`config.mk`:
```
export PLATFORM = sky130hd
export DESIGN_NAME = wb_arbiter
export DESIGN_NICKNAME = d
export VERILOG_FILES = /design/src/rtl/wb_arbiter_pkg.sv /design/src/rtl/wb_arbiter_scoreboard.sv /design/src/rtl/wb_arbiter.sv
export SDC_FILE = /design/constraint.sdc
export NUM_CORES = 1
export LEC_CHECK = 0
export ABC_AREA = 0
export BUFFER_PORTS_ARGS = -buffer_cell sky130_fd_sc_hd__buf_2
export CORE_MARGIN = 3
export CORE_UTILIZATION = 35
export DETAILED_ROUTE_END_ITERATION = 10
export PLACE_DENSITY = 0.65
export SLEW_MARGIN = 0
export SYNTH_ARGS = -nofsm -noshare
export SYNTH_HDL_FRONTEND = slang
export SYNTH_SLANG_ARGS = --single-unit
```
`constraint.sdc`:
```
create_clock -name clk -period 4.7 [get_ports clk]
set_clock_uncertainty 0.05 [all_clocks]
set_input_delay 0.47 -clock clk [delete_from_list [all_inputs] [get_ports clk]]
set_output_delay 0.47 -clock clk [all_outputs]
set_load 0.1 [all_outputs]
```
`src/rtl/wb_arbiter_pkg.sv`:
```
// Shared writeback types: result source tags and default sizing.
package wb_arbiter_pkg;

  typedef enum logic [1:0] {
    WB_SRC_NONE = 2'd0,
    WB_SRC_ALU  = 2'd1,
    WB_SRC_LSU  = 2'd2,
    WB_SRC_MDU  = 2'd3
  } wb_src_e;

  localparam int WB_XLEN    = 64;
  localparam int WB_STARVE  = 4;
  localparam int WB_CNT_W   = 3;
  localparam int WB_NREGS   = 32;

endpackage

```
`src/rtl/wb_arbiter_scoreboard.sv`:
```
// Busy vector of GPRs waiting on a long-latency (LSU/MDU) result.
module wb_scoreboard
  import wb_arbiter_pkg::*;
(
  input  logic        clk,
  input  logic        rst,
  input  logic        i_flush,
  input  logic        i_set_en,
  input  logic [4:0]  i_set_rd,
  input  logic        i_clr_en,
  input  logic [4:0]  i_clr_rd,
  output logic [31:0] o_busy
);

  logic [31:0] r_busy;
  logic [31:0] w_busy_nxt;

  // Clear applied before set so a newly issued op on the same rd stays busy.
  always_comb begin
    w_busy_nxt = r_busy;
    if (i_flush) begin
      w_busy_nxt = '0;
    end else begin
      if (i_clr_en)
        w_busy_nxt[i_clr_rd] = 1'b0;
      if (i_set_en)
        w_busy_nxt[i_set_rd] = 1'b1;
    end
    w_busy_nxt[0] = 1'b0;
  end

  always_ff @(posedge clk) begin
    if (rst)
      r_busy <= '0;
    else
      r_busy <= w_busy_nxt;
  end

  assign o_busy = r_busy;

endmodule

```
`src/rtl/wb_arbiter.sv`:
```
// GPR writeback arbiter: one result per cycle from ALU/LSU/MDU with
// starvation promotion, registered write port and busy scoreboard.
module wb_arbiter
  import wb_arbiter_pkg::*;
#(
  parameter int XLEN         = WB_XLEN,
  parameter int STARVE_LIMIT = WB_STARVE,
  parameter int CNT_W        = WB_CNT_W
) (
  input  logic            clk,
  input  logic            rst,
  input  logic            flush,
  input  logic            alu_valid,
  input  logic [4:0]      alu_rd,
  input  logic [XLEN-1:0] alu_data,
  output logic            alu_ready,
  input  logic            lsu_valid,
  input  logic [4:0]      lsu_rd,
  input  logic [XLEN-1:0] lsu_data,
  output logic            lsu_ready,
  input  logic            mdu_valid,
  input  logic [4:0]      mdu_rd,
  input  logic [XLEN-1:0] mdu_data,
  output logic            mdu_ready,
  input  logic            sb_set_en,
  input  logic [4:0]      sb_set_rd,
  output logic [4:0]      rd,
  output logic            rd_w_en,
  output logic            rd_idx_0,
  output logic [XLEN-1:0] x_rd,
  output logic [31:0]     busy,
  output logic [1:0]      wb_src
);

  localparam logic [CNT_W-1:0] LIM = CNT_W'(STARVE_LIMIT);
  localparam logic [CNT_W-1:0] SAT = '1;

  logic [CNT_W-1:0] r_cnt_alu, r_cnt_lsu, r_cnt_mdu;
  logic [4:0]       r_rd;
  logic [XLEN-1:0]  r_x_rd;
  logic             r_w_en;
  logic             r_idx_0;
  wb_src_e          r_src;

  wb_src_e          w_gnt;
  logic [4:0]       w_rd;
  logic [XLEN-1:0]  w_data;
  logic             w_xfer;
  logic             w_clr_en;

  function automatic logic [CNT_W-1:0] f_cnt(
    input logic             v,
    input logic             g,
    input logic [CNT_W-1:0] c
  );
    if (!v || g || flush)
      return '0;
    return (c == SAT) ? c : c + 1'b1;
  endfunction

  // Starved sources first, then default LSU > MDU > ALU.
  always_comb begin
    w_gnt = WB_SRC_NONE;
    if (!rst && !flush) begin
      if (lsu_valid && r_cnt_lsu >= LIM)      w_gnt = WB_SRC_LSU;
      else if (mdu_valid && r_cnt_mdu >= LIM) w_gnt = WB_SRC_MDU;
      else if (alu_valid && r_cnt_alu >= LIM) w_gnt = WB_SRC_ALU;
      else if (lsu_valid)                     w_gnt = WB_SRC_LSU;
      else if (mdu_valid)                     w_gnt = WB_SRC_MDU;
      else if (alu_valid)                     w_gnt = WB_SRC_ALU;
    end
  end

  always_comb begin
    w_rd   = '0;
    w_data = '0;
    unique case (1'b1)
      (w_gnt == WB_SRC_LSU): begin w_rd = lsu_rd; w_data = lsu_data; end
      (w_gnt == WB_SRC_MDU): begin w_rd = mdu_rd; w_data = mdu_data; end
      (w_gnt == WB_SRC_ALU): begin w_rd = alu_rd; w_data = alu_data; end
      default: ;
    endcase
  end

  assign alu_ready = (w_gnt == WB_SRC_ALU);
  assign lsu_ready = (w_gnt == WB_SRC_LSU);
  assign mdu_ready = (w_gnt == WB_SRC_MDU);
  assign w_xfer    = (w_gnt != WB_SRC_NONE);
  assign w_clr_en  = lsu_ready || mdu_ready;

  always_ff @(posedge clk) begin
    if (rst) begin
      r_cnt_alu <= '0;
      r_cnt_lsu <= '0;
      r_cnt_mdu <= '0;
      r_rd      <= '0;
      r_x_rd    <= '0;
      r_w_en    <= 1'b0;
      r_idx_0   <= 1'b1;
      r_src     <= WB_SRC_NONE;
    end else begin
      r_cnt_alu <= f_cnt(alu_valid, alu_ready, r_cnt_alu);
      r_cnt_lsu <= f_cnt(lsu_valid, lsu_ready, r_cnt_lsu);
      r_cnt_mdu <= f_cnt(mdu_valid, mdu_ready, r_cnt_mdu);
      r_w_en    <= w_xfer;
      r_src     <= w_gnt;
      if (w_xfer) begin
        r_rd    <= w_rd;
        r_x_rd  <= w_data;
        r_idx_0 <= (w_rd == 5'd0);
      end
    end
  end

  wb_scoreboard u_sb (
    .clk      (clk),
    .rst      (rst),
    .i_flush  (flush),
    .i_set_en (sb_set_en),
    .i_set_rd (sb_set_rd),
    .i_clr_en (w_clr_en),
    .i_clr_rd (w_rd),
    .o_busy   (busy)
  );

  assign rd       = r_rd;
  assign x_rd     = r_x_rd;
  assign rd_w_en  = r_w_en;
  assign rd_idx_0 = r_idx_0;
  assign wb_src   = r_src;

endmodule
```
==> results.json <==
{
  "path_clk_slew_ns": 0.05,
  "drt_first_pass_iters": 5,
  "globalplace.congestion": 0.852,
  "max-vdd-ir-drop_mv": 0.262,
  "max_freq_mhz": 314,
  "async_flop_share": 0,
  "maxCapViolCount": 0,
  "p_leak_uw": 0.00392,
  "min_path_type": "primary input to flip-flop",
  "vias": 7184,
  "cp_num_buf_inv": 2,
  "grt_pass1_wl_um": 35100,
  "area_growth_pct": 38.2,
  "critPathArrivalTime_ns": 2.67,
  "syn_nets": 1089,
  "synth_edf_count": 0,
  "start_util": 0.360,
  "clock-root-buffer": "clkbuf_16",
  "clock_sinks": 113,
  "synth-seq-cells": 113,
  "avgSynthCellArea_um2": 6.93,
  "tns_ns": 0,
  "synth-main-ff-cell": "dfxtp_1",
  "design.core.area_um2": 16600,
  "dp_hpwl_um": 16700,
  "p_clk_frac": 0.394,
  "htree_num_levels": 4,
  "first_global_vias": 6638,
  "internal_power_uw": 2020,
  "die_area_um2": 18700,
  "yosysWarningCount": 0,
  "drt_wl_total_um": 22800,
  "crit_chain": "a22o_1 -> nor2_4 -> buf_4 -> nor2_1 -> buf_2",
  "maxSlewViolCount": 0,
  "placed_area_um2": 7690,
  "status": "complete, no violations",
  "synth_cells": 864,
  "nets": 1374,
  "rsz0062_at_grt": "false",
  "cts_setup_buffers": 0,
  "crit_fanout": 43,
  "cp.required_ns": 4.18,
  "clock_path_buffers": 2,
  "min_period_over_period": 0.678,
  "seq_power_share": 0.332,
  "cp-end-kind": "output pin",
  "antenna_left": 0,
  "antenna_found_initial": 7,
  "p_comb_frac": 0.274,
  "slowest_delay_ns": 0.74,
  "io_buffers": 325,
  "critical_path_class": "flip-flop to output pin",
  "synth_area_um2": 5990,
  "synth.yosys.seq_area_share": 0.378,
  "r2r-start": "r_cnt_lsu[2]",
  "startpoint": "r_cnt_lsu[2]",
  "synth.distinct_cells": 50,
  "max_slew_margin": 0.373,
  "numCtsBuffers": 17,
  "finalSetupViolCount": 0,
  "layout-drive-gt1-share": 0.331,
  "route.detailed.drc": 0,
  "vias_per_cell": 5.19,
  "stdcell_count": 1385,
  "cts_hold_buf": 0,
  "fp.dieH_um": 137,
  "grt_overflow": 0,
  "insertion_delay_ns": 0.40,
  "post_cts_resize_count": 0,
  "worst_slew_pin_slew_ns": 0.939,
  "grt_max_degree": 98,
  "die_width_um": 137,
  "finalCriticalPeriod_ns": 3.19,
  "std_cell_rows": 47,
  "switching_share": 0.354,
  "worstHoldStart": "lsu_rd[0]",
  "tritoncts": "built",
  "final-hold-violation-count": 0,
  "power_density_nw_per_um2": 379,
  "routedWlPerCell_um": 16.5,
  "grt_usage": 0.239,
  "final_design_area_no_fill_um2": 8270,
  "drtIter0Drc": 453,
  "slowest_stage": "nor2_4",
  "ios": 327,
  "start_kind": "flip-flop",
  "place_inst": 1350,
  "path_delay_family": "simple AND/OR/NAND/NOR gates",
  "power_switching_uw": 1110
}
==> power groups by stage <==
stage / registers (µW) / clock network (µW) / logic (µW)
6_report: 1040 / 1240 / 858
5_1_grt: 1040 / 1310 / 920
4_1_cts: 1040 / 1260 / 861
3_5_place_dp: 1060 / 0 / 859
3_3_place_gp: 1060 / 0 / 859
2_1_floorplan: 1410 / 0 / 283
==> state kept, by name, indices dropped and copies added (netlist names) <==
register / count
rd_w_en: 1
r_cnt_lsu: 3
rd: 5
x_rd: 64
r_cnt_mdu: 3
u_sb.o_busy: 31
rd_idx_0: 1
r_cnt_alu: 3
wb_src: 2
==> synthesized netlist by cell type (all sizes together), types with 3 or more instances <==
cell | n | area share
clkbuf | 39 | 0.024
nor2b | 8 | 0.0084
and3 | 7 | 0.0082
o211ai | 3 | 0.0038
inv | 3 | 0.0019
mux2i | 8 | 0.013
xor2 | 3 | 0.0044
or3b | 3 | 0.0044
buf | 29 | 0.024
a22oi | 4 | 0.0050
dfxtp | 113 | 0.38
nor3 | 146 | 0.12
ha | 6 | 0.013
nor2 | 182 | 0.12
nand2 | 136 | 0.085
nand3 | 4 | 0.0033
a31oi | 64 | 0.067
nor4 | 8 | 0.017
nand3b | 5 | 0.0063
a21oi | 34 | 0.028
nor3b | 4 | 0.0050
o21ai | 33 | 0.028
==> layer usage <==
layer,track usage,routed length [µm]
met1,0.300,9340
met5,0,57
met2,0.377,10800
met3,0.0702,1850
met4,0.114,789
==> area by class of cell <==
type	count	area (µm²)
clock buffer	26	519
sequential	113	2260
multi-input combinational	680	3450
tap	220	275
timing repair buffer	334	1690
clock inverter	5	50.0
antenna	4	10.0
inverter	3	11.3
fill	1715	8370
==> worst reg2reg max path: stages (launching register included) <==
cell and delay, ns:
dfxtp_1 0.38, a22o_1 0.28, nor2_4 0.74, and3_1 0.33, o31ai_1 0.15, nor3_1 0.59, a21oi_1 0.13
==> final timing paths <==
check	to	slack [ns]	depth (start not counted)
worst max-delay path	mdu_ready	1.51	5
worst min-delay path	rd[0]	0.38	3
worst min register to register	rd[0]	0.41	2
worst max register to register	u_sb.o_busy[23]	1.91	6
==> stage by stage <==
step	utilization	setup slack [ns]	hold WS [ns]	total power [µW]
2_1_floorplan	-	1.54	0.418	1700
3_3_place_gp	0.462	1.65	0.392	1910
3_5_place_dp	0.462	1.65	0.398	1920
4_1_cts	0.496	1.47	0.357	3160
5_1_grt	0.497	1.31	0.417	3270
6_report	0.497	1.51	0.382	3130
==> cells by family (layout without fill, tap and decap cells) <==
family	after synthesis	in the layout	synth area share
XOR/XNOR	3	3	0.00439
multiplexers	9	9	0.0153
flip-flops	113	113	0.378
adder cells (fa/ha/maj)	6	6	0.0125
AND/OR/NAND/NOR	510	510	0.384
other	1	5	0.000626
buffers and inverters	71	368	0.0500
AO/OA/AOI/OAI	151	151	0.156
==> cell usage in the layout (no fill, tap or decap), types with 2 or more instances in the layout <==
cell       synthesis  final
and3_1             6      6
a22oi_1            4      4
mux2i_1            8      8
clkinv_2           0      4
a31oi_1           64     64
clkbuf_8           0      6
nor3b_1            4      4
nand3_1            4      4
and2_1             2      2
nor2_2             3      3
clkbuf_16          0     17
buf_2             23    325
nand2_1          136    135
a21oi_1           34     34
nand3b_1           5      5
xor2_1             3      3
nor2_1           179    178
ha_1               6      6
o21ai_0           32     32
nor2b_1            8      8
nor3_1           146    146
a2bb2oi_1          2      2
inv_2              2      2
or3b_2             3      3
diode_2            0      4
o211ai_1           3      3
buf_4              1      9
nor4_1             4      4
dfxtp_1          113    113
clkbuf_1          39      3
nor4_4             3      3
Power figures use the tool's default switching activity.
